===== src/rtl/fifo_rd_pkg.sv =====
// Shared types and widths for the nibble FIFO drain-side reader.
// Latency: n/a (declarations only).
// Backpressure: n/a (declarations only).
package fifo_rd_pkg;

  // Default FIFO nibble width; the output byte is twice this.
  localparam int DATA_W_DEF = 4;

  // Width of the pop-spacing guard counter (holds POP_GAP-1, POP_GAP <= 15).
  localparam int GUARD_W = 4;

  // Width of the flush timer (FLUSH_CYCLES <= 255).
  localparam int FLUSH_W = 8;

  typedef enum logic [2:0] {
    LO_REQ,
    LO_CAP,
    HI_REQ,
    HI_CAP,
    SEND
  } rd_state_t;

endpackage


===== src/rtl/pop_guard.sv =====
// Spacing guard: blocks further FIFO accesses for a fixed number of cycles after each one.
// Latency: ready drops the cycle after load and returns load_val cycles later.
// Backpressure: none; load is sampled every cycle, ready is purely a status output.
module pop_guard #(
  parameter int W = 4
) (
  input  logic         clk,
  input  logic         rst,
  input  logic         load,
  input  logic [W-1:0] load_val,
  output logic         ready
);

  logic [W-1:0] count;

  // Load on an access, otherwise count down and hold at zero.
  always_ff @(posedge clk or posedge rst) begin
    if (rst) begin
      count <= '0;
    end else if (load) begin
      count <= load_val;
    end else if (count != '0) begin
      count <= count - 1'b1;
    end
  end

  assign ready = (count == '0);

endmodule


===== src/rtl/fifo_nibble_reader.sv =====
// Pops nibbles from the 4-bit FIFO, pairs them low-first into bytes, flushes a lone low nibble.
// Latency: first pop at t, hi pop at t+POP_GAP, out_valid from t+POP_GAP+2 (t+5 at POP_GAP=3).
// Backpressure: byte held stable in SEND until out_ready; no pops are issued while holding.
module fifo_nibble_reader
  import fifo_rd_pkg::*;
#(
  parameter int DATA_W       = DATA_W_DEF,
  parameter int POP_GAP      = 3,
  parameter int FLUSH_CYCLES = 16
) (
  input  logic                clk,
  input  logic                rst,
  input  logic                fifo_empty,
  input  logic [DATA_W-1:0]   fifo_data,
  output logic                fifo_pop,
  output logic [2*DATA_W-1:0] out_data,
  output logic                out_valid,
  output logic                out_partial,
  input  logic                out_ready
);

  localparam logic [GUARD_W-1:0] GAP_LOAD  = GUARD_W'(POP_GAP - 1);
  localparam logic [FLUSH_W-1:0] FLUSH_LIM = FLUSH_W'(FLUSH_CYCLES);
  localparam bit                 FLUSH_EN  = (FLUSH_CYCLES != 0);

  rd_state_t          state;
  rd_state_t          state_nxt;
  logic [DATA_W-1:0]  lo;
  logic [DATA_W-1:0]  hi;
  logic [FLUSH_W-1:0] flush_cnt;
  logic               guard_rdy;
  logic               flush_hit;

  // The guard keeps pops POP_GAP apart so a pop never sees the FIFO's stale empty flag.
  pop_guard #(
    .W (GUARD_W)
  ) u_guard (
    .clk      (clk),
    .rst      (rst),
    .load     (fifo_pop),
    .load_val (GAP_LOAD),
    .ready    (guard_rdy)
  );

  assign fifo_pop = ((state == LO_REQ) || (state == HI_REQ)) && !fifo_empty && guard_rdy && !rst;

  assign flush_hit = FLUSH_EN && (flush_cnt == FLUSH_LIM);

  // The byte is driven straight from the nibble registers; they only change outside SEND.
  assign out_data = {hi, lo};

  // Next-state selection; a pop in HI_REQ takes priority over the flush timeout.
  always_comb begin
    state_nxt = state;
    case (state)
      LO_REQ: if (fifo_pop) state_nxt = LO_CAP;
      LO_CAP: state_nxt = HI_REQ;
      HI_REQ: begin
        if (fifo_pop) begin
          state_nxt = HI_CAP;
        end else if (flush_hit) begin
          state_nxt = SEND;
        end
      end
      HI_CAP: state_nxt = SEND;
      SEND:   if (out_valid && out_ready) state_nxt = LO_REQ;
      default: state_nxt = LO_REQ;
    endcase
  end

  // State register plus nibble capture, flush timer and registered output flags.
  always_ff @(posedge clk or posedge rst) begin
    if (rst) begin
      state       <= LO_REQ;
      lo          <= '0;
      hi          <= '0;
      flush_cnt   <= '0;
      out_valid   <= 1'b0;
      out_partial <= 1'b0;
    end else begin
      state <= state_nxt;
      case (state)
        LO_CAP: begin
          lo        <= fifo_data;
          flush_cnt <= '0;
        end
        HI_REQ: begin
          if (!fifo_pop) begin
            if (flush_hit) begin
              hi          <= '0;
              out_partial <= 1'b1;
              out_valid   <= 1'b1;
            end else if (flush_cnt != '1) begin
              flush_cnt <= flush_cnt + 1'b1;
            end
          end
        end
        HI_CAP: begin
          hi          <= fifo_data;
          out_partial <= 1'b0;
          out_valid   <= 1'b1;
        end
        SEND: begin
          if (out_ready) out_valid <= 1'b0;
        end
        default: ;
      endcase
    end
  end

endmodule

===== config.mk =====
export PLATFORM = sky130hd
export DESIGN_NAME = fifo_nibble_reader
export DESIGN_NICKNAME = d
export VERILOG_FILES = /design/src/rtl/fifo_rd_pkg.sv /design/src/rtl/pop_guard.sv /design/src/rtl/fifo_nibble_reader.sv
export SDC_FILE = /design/constraint.sdc
export NUM_CORES = 1
export LEC_CHECK = 0
export CORE_ASPECT_RATIO = 2
export CORE_MARGIN = 1.5
export CORE_UTILIZATION = 49
export DETAILED_ROUTE_END_ITERATION = 10
export DONT_BUFFER_PORTS = 1
export GPL_TIMING_DRIVEN = 0
export PLACE_DENSITY = 0.61
export SYNTH_ARGS = -nofsm -noshare
export SYNTH_HDL_FRONTEND = slang
export SYNTH_SLANG_ARGS = --single-unit

===== constraint.sdc =====
create_clock -name clk -period 3.8 [get_ports clk]
set_input_delay 1.14 -clock clk [delete_from_list [all_inputs] [get_ports clk]]
set_output_delay 1.14 -clock clk [all_outputs]
set_load 0.02 [all_outputs]

==> metrics.md <==
| Metric | Value |
|---|---|
| Vias | `approximately 1000` |
| Slew HR | `36.9%` |
| Setup bufs post-CTS | `0` |
| Die X | `40.2 um` |
| Syn Nets | `about 140` |
| Setup crit end kind | `primary output` |
| Crit. Startpoint | `fifo_empty` |
| Reg2reg start | `u_guard.count[0]` |
| Nature of the critical path startpoint | `input pin` |
| Hold Fails Final Rpt | `0` |
| Period utilization | `81.0%` |
| Core area | `2600 um2` |
| Post-Layout Cell Count | `160` |
| CTS tree | `done` |
| CTS Hold Buffers Added | `0` |
| Ant. Diodes | `0` |
| Clock-pin slew on the worst setup and hold paths | `0.09 ns` |
| Max frequency | `325 MHz` |
| Warnings, synthesis | `0` |
| Full die area | `3100 um2` |
| Sequential area share after synthesis | `46.3%` |
| Setup TNS | `0 ns` |
| Initial antenna violation count | `0` |
| Largest area contributor in the netlist | `dfrtp_1` |
| Ports | `19` |
| Worst skew pair latency | `0.27 ns` |
| Area occupied by multi-input gates | `between 600 and 700 um2` |
| GR Overflow Total | `0` |
| Synth top area share | `46.3%` |
| TritonCTS Buffers | `3` |
| CP Max Fanout | `6` |
| Most common flop cell mapped by yosys | `dfrtp_1` |
| CP peak stage delay | `0.41 ns` |
| Initial DRC Count | `22` |
| Number of flops mapped to enable cells by yosys | `0` |
| WL final | `2.84 mm` |
| DR WL/cell | `17.7 um` |
| Syn Area/Cell | `10.6 um2` |
| Final min period | `3.08 ns` |
| Setup Skew | `0.00752 ns` |
| Vias per cell | `6.36` |
| Global-route wire length before repair | `4.77 mm` |
| Die height | `77.3 um` |
| # DRC | `0` |
| Routed Antenna Nets | `0` |
| # Max-Cap Violations | `0` |
| Largest net degree at the start of global routing | `26` |
| Reg area | `626 um2` |
| Post-DP HPWL | `2.08 mm` |
| Worst Hold Class | `reg -> reg` |
| Post-synth cell types | `44` |
| Cells after DPL | `156` |
| Fill cells | `around 230` |
| Crit Path Category | `in -> out` |
| Worst path cell trace | `nor4_4, nand2_1, inv_1` |
| Site Rows | `26` |
| Area contributors post-synth | `dfrtp_1 (46%), inv_1 (3.3%), mux2_2 (3.3%)` |
| RSZ-0062 raised after global routing | `no` |
| IO Port Bufs | `0` |
| Post-Syn Instances | `~130` |
| Max IR drop VDD | `0.000429 V` |
| Critical path arrival | `1.94 ns` |
| Finished Core Util | `55.1%` |
| Post-Syn Area | `1350 um2` |
| Final Total Pwr | `1.09 mW` |
| Final setup fails | `0` |
| CTS Root Cell | `clkbuf_8` |
| Hold Path Origin | `u_guard.count[0]` |
| Fin. max-slew vios | `0` |
| Asr flop ratio synth | `100%` |
| Vias in the first global route | `1062` |
| Slowest library cell on the worst path | `nor4_4` |
| P_leak | `0.670 nW` |
| Gr usage total | `22.0%` |
| Htree depth | `1` |
| Outcome | `complete, no violations` |
| NumNets Final | `144` |
| Area Growth Syn to Fin | `6.01%` |
| RePlAce Congestion | `0.857` |
| CTS-repair resized insts | `0` |
| Actual slew at the worst max-slew pin | `~0.95 ns` |
| Clock net sink count | `25` |
| Initial Util | `52.0%` |
| Pwr Density | `757 nW/um2` |
| TritonRoute pass-1 iters | `5` |
| Yosys reg bits | `25` |
| Worst path required time | `~2.7 ns` |
| CTS Buffer Depth | `2` |
| Layout cells sized above 1 | `15.9%` |
## path summary, 6_finish.rpt
path | endpoint | slack (ns) | cells after the start
setup / recovery | fifo_pop | 0.72 | 3
hold / removal | u_guard.count[0] | 0.54 | 1
setup reg to reg | flush_cnt[1] | 1.87 | 6
hold reg to reg | u_guard.count[0] | 0.54 | 1
max in group asynchronous | lo[3] | 2.26 | 1
min in group asynchronous | u_guard.count[1] | 0.96 | 1
## Yosys cell counts, types with 2 or more instances
cell type	instances
and3_2	2
nor3b_1	3
mux2_2	4
dfrtp_1	25
a21oi_1	8
and3_1	3
a22o_1	4
nand2_1	12
o21ai_0	3
inv_1	12
a41oi_1	2
nor2b_1	2
nor2_1	5
clkbuf_1	2
o2111a_1	2
buf_6	3
nor3_1	2
a31oi_1	6
ha_1	3
## metrics by stage
| stage | setup WS, ns | cell area (um2) | hold WS, ns |
|---|---|---|---|
| 6_report | 0.724 | 1430 | 0.542 |
| 3_3_place_gp | 0.694 | 1390 | 0.527 |
| 3_5_place_dp | 0.701 | 1390 | 0.528 |
| 2_1_floorplan | 0.847 | 1350 | 0.485 |
| 5_1_grt | 0.632 | 1430 | 0.567 |
| 4_1_cts | 0.690 | 1430 | 0.546 |
## power by group
| part | switching (mW) | internal [mW] |
|---|---|---|
| clock network | 0.0867 | 0.0734 |
| logic | 0.210 | 0.185 |
| registers | 0.161 | 0.369 |
| total | 0.458 | 0.627 |
## cell type report
cell class | instances | area share, %
Tap cell | 28 | 2.44
Inverter | 12 | 3.14
Buffer | 5 | 2.88
Multi-Input combinational cell | 86 | 44.7
Sequential cell | 25 | 43.6
Clock buffer | 3 | 2.88
Clock inverter | 1 | 0.349
## cell families (layout without fill, tap and decap cells)
family | count (synthesis) | in the layout | synth area share [%]
flip-flops | 25 | 25 | 46.3
XOR/XNOR | 1 | 1 | 0.648
adder cells (fa/ha/maj) | 3 | 3 | 2.78
AO/OA/AOI/OAI | 36 | 36 | 20.2
AND/OR/NAND/NOR | 41 | 41 | 19.7
multiplexers | 5 | 5 | 4.07
buffers and inverters | 17 | 21 | 6.38
## worst max-delay path, delay by kind of cell
family	cells	cell delay (ns)
simple gates	2	0.60
buf+inv	1	0.20
## registers in the layout, indices dropped and copies added (netlist names)
register / flops
out_valid: 1
flush_cnt: 8
state: 3
lo: 4
out_partial: 1
hi: 4
u_guard.count: 4
## cells in the final DEF (no fill, tap or decap), types with 2 or more instances in the layout
cell and count:
mux2_2 4, a22o_1 4, nor2_1 5, clkbuf_1 2, o2111a_1 2, buf_6 3, clkbuf_8 3, a31oi_1 6
inv_1 12, o21ai_0 3, nor2b_1 2, and3_2 2, a41oi_1 2, and3_1 3, nor3b_1 3, a21oi_1 8
nor3_1 2, ha_1 3, nand2_1 12, dfrtp_1 25
## routing by layer
layer | global-route usage, % | wire length, um | share of wire [%] | vias up
met3 | 4.91 | 138 | 4.9 | 11
met1 | 25.5 | 1110 | 39 | 490
met5 | 0 | 0 | 0 | -
met2 | 34.4 | 1470 | 52 | 41
li1 | - | - | - | 476
met4 | 13.1 | 112 | 3.9 | 0
Power figures use the tool's default switching activity.
==> variant (same settings) <==
Re-encode `rd_state_t` (5 states) as one-hot, 5 bits wide.
--- a/src/rtl/fifo_rd_pkg.sv
+++ b/src/rtl/fifo_rd_pkg.sv
@@ -14,8 +14,8 @@
 
-  typedef enum logic [2:0] {
-    LO_REQ,
-    LO_CAP,
-    HI_REQ,
-    HI_CAP,
-    SEND
+  typedef enum logic [4:0] {
+    LO_REQ = 5'b00001,
+    LO_CAP = 5'b00010,
+    HI_REQ = 5'b00100,
+    HI_CAP = 5'b01000,
+    SEND   = 5'b10000
   } rd_state_t;
Function: no difference found for any inputs over 10 cycles, from zero or initial values and one cycle with rst high; not proved beyond that.
==> variant against the unedited design <==
Die area up 0.53%; area after synthesis up 0.56%; final area up 0.52%; total power down 17%; hold slack worse by 34 ps; clock power about the same; sequential cell count up 2; worst setup slack worse by 340 ps; routed wire length down 4.4%; critical endpoint unchanged.
==> variant: results <==
export IMPL_dp_final_hpwl_um=2030
export IMPL_first_pass_iters=4
export IMPL_ir_drop_mv=0.330
export IMPL_synth_compound_area_share_pct=19.4
export IMPL_cpPeakStageDelay_ps=530
export IMPL_vias=1048
export IMPL_ys_top_cells_by_area="dfrtp_1, mux2_2, a31oi_1"
export IMPL_status="finished, final reports clean"
export IMPL_bufAreaShareNonClock_pct=0.694
export IMPL_grt_use_met1_pct=22.4
export IMPL_grt_max_degree=28
export IMPL_worstMarginPinSlew_ps=1020
export IMPL_nonClockInverterCount=9
export IMPL_dr_wl_met3_um=48
export IMPL_nNonClkBuffers=2
export IMPL_dp_cells=162
export IMPL_fin_skew_ps=2.09
export IMPL_final_nets=150
export IMPL_synthCells=134
export IMPL_multi_input_area_share_pct=44.4
export IMPL_synthAdderAreaFrac_pct=2.76
export IMPL_worstPathMaxFanout=9
export IMPL_yosys_top_cells_count="dfrtp_1, nand2_1, nor2_1, inv_1"
export IMPL_fillers=240
export IMPL_gp_congestion=0.773
export IMPL_ys_types=42
export IMPL_use_met2_pct=36.0
export IMPL_startpoint="u_guard.count[0]"
export IMPL_grt_pass1_wl_um=4520
export IMPL_reg2reg_to="u_guard.count[0]"
export IMPL_regArea_um2=677
export IMPL_place_ws_ps=469
export IMPL_r2r_slack_ps=1530
export IMPL_synthMuxAreaShare_pct=4.78
variant: cell count changes after synthesis, sizes merged, moves of 3 or more:
| cell | unedited run | this run |
|---|---|---|
| o21ai | 3 | 7 |
| nor2 | 5 | 10 |
| nor3b | 5 | 1 |
| inv | 12 | 9 |
| nand3 | 1 | 7 |
| or3 | 0 | 3 |
| nand2b | 0 | 3 |
| and3 | 5 | 1 |
variant: worst max-delay path by stage:
stage | endpoint | slack (ps)
2_1_floorplan | fifo_pop | 680
3_3_place_gp | fifo_pop | 480
3_5_place_dp | fifo_pop | 470
4_1_cts | fifo_pop | 350
5_1_grt | fifo_pop | 250
6_report | fifo_pop | 380
variant: where the power goes:
| part | leakage, nW | internal (W) | switching (W) |
|---|---|---|---|
| registers | 0.346 | 0.000367 | 0.000106 |
| logic | 0.263 | 0.000126 | 0.000139 |
| clock network | 0.0255 | 0.0000734 | 0.0000863 |
| total | 0.635 | 0.000567 | 0.000331 |
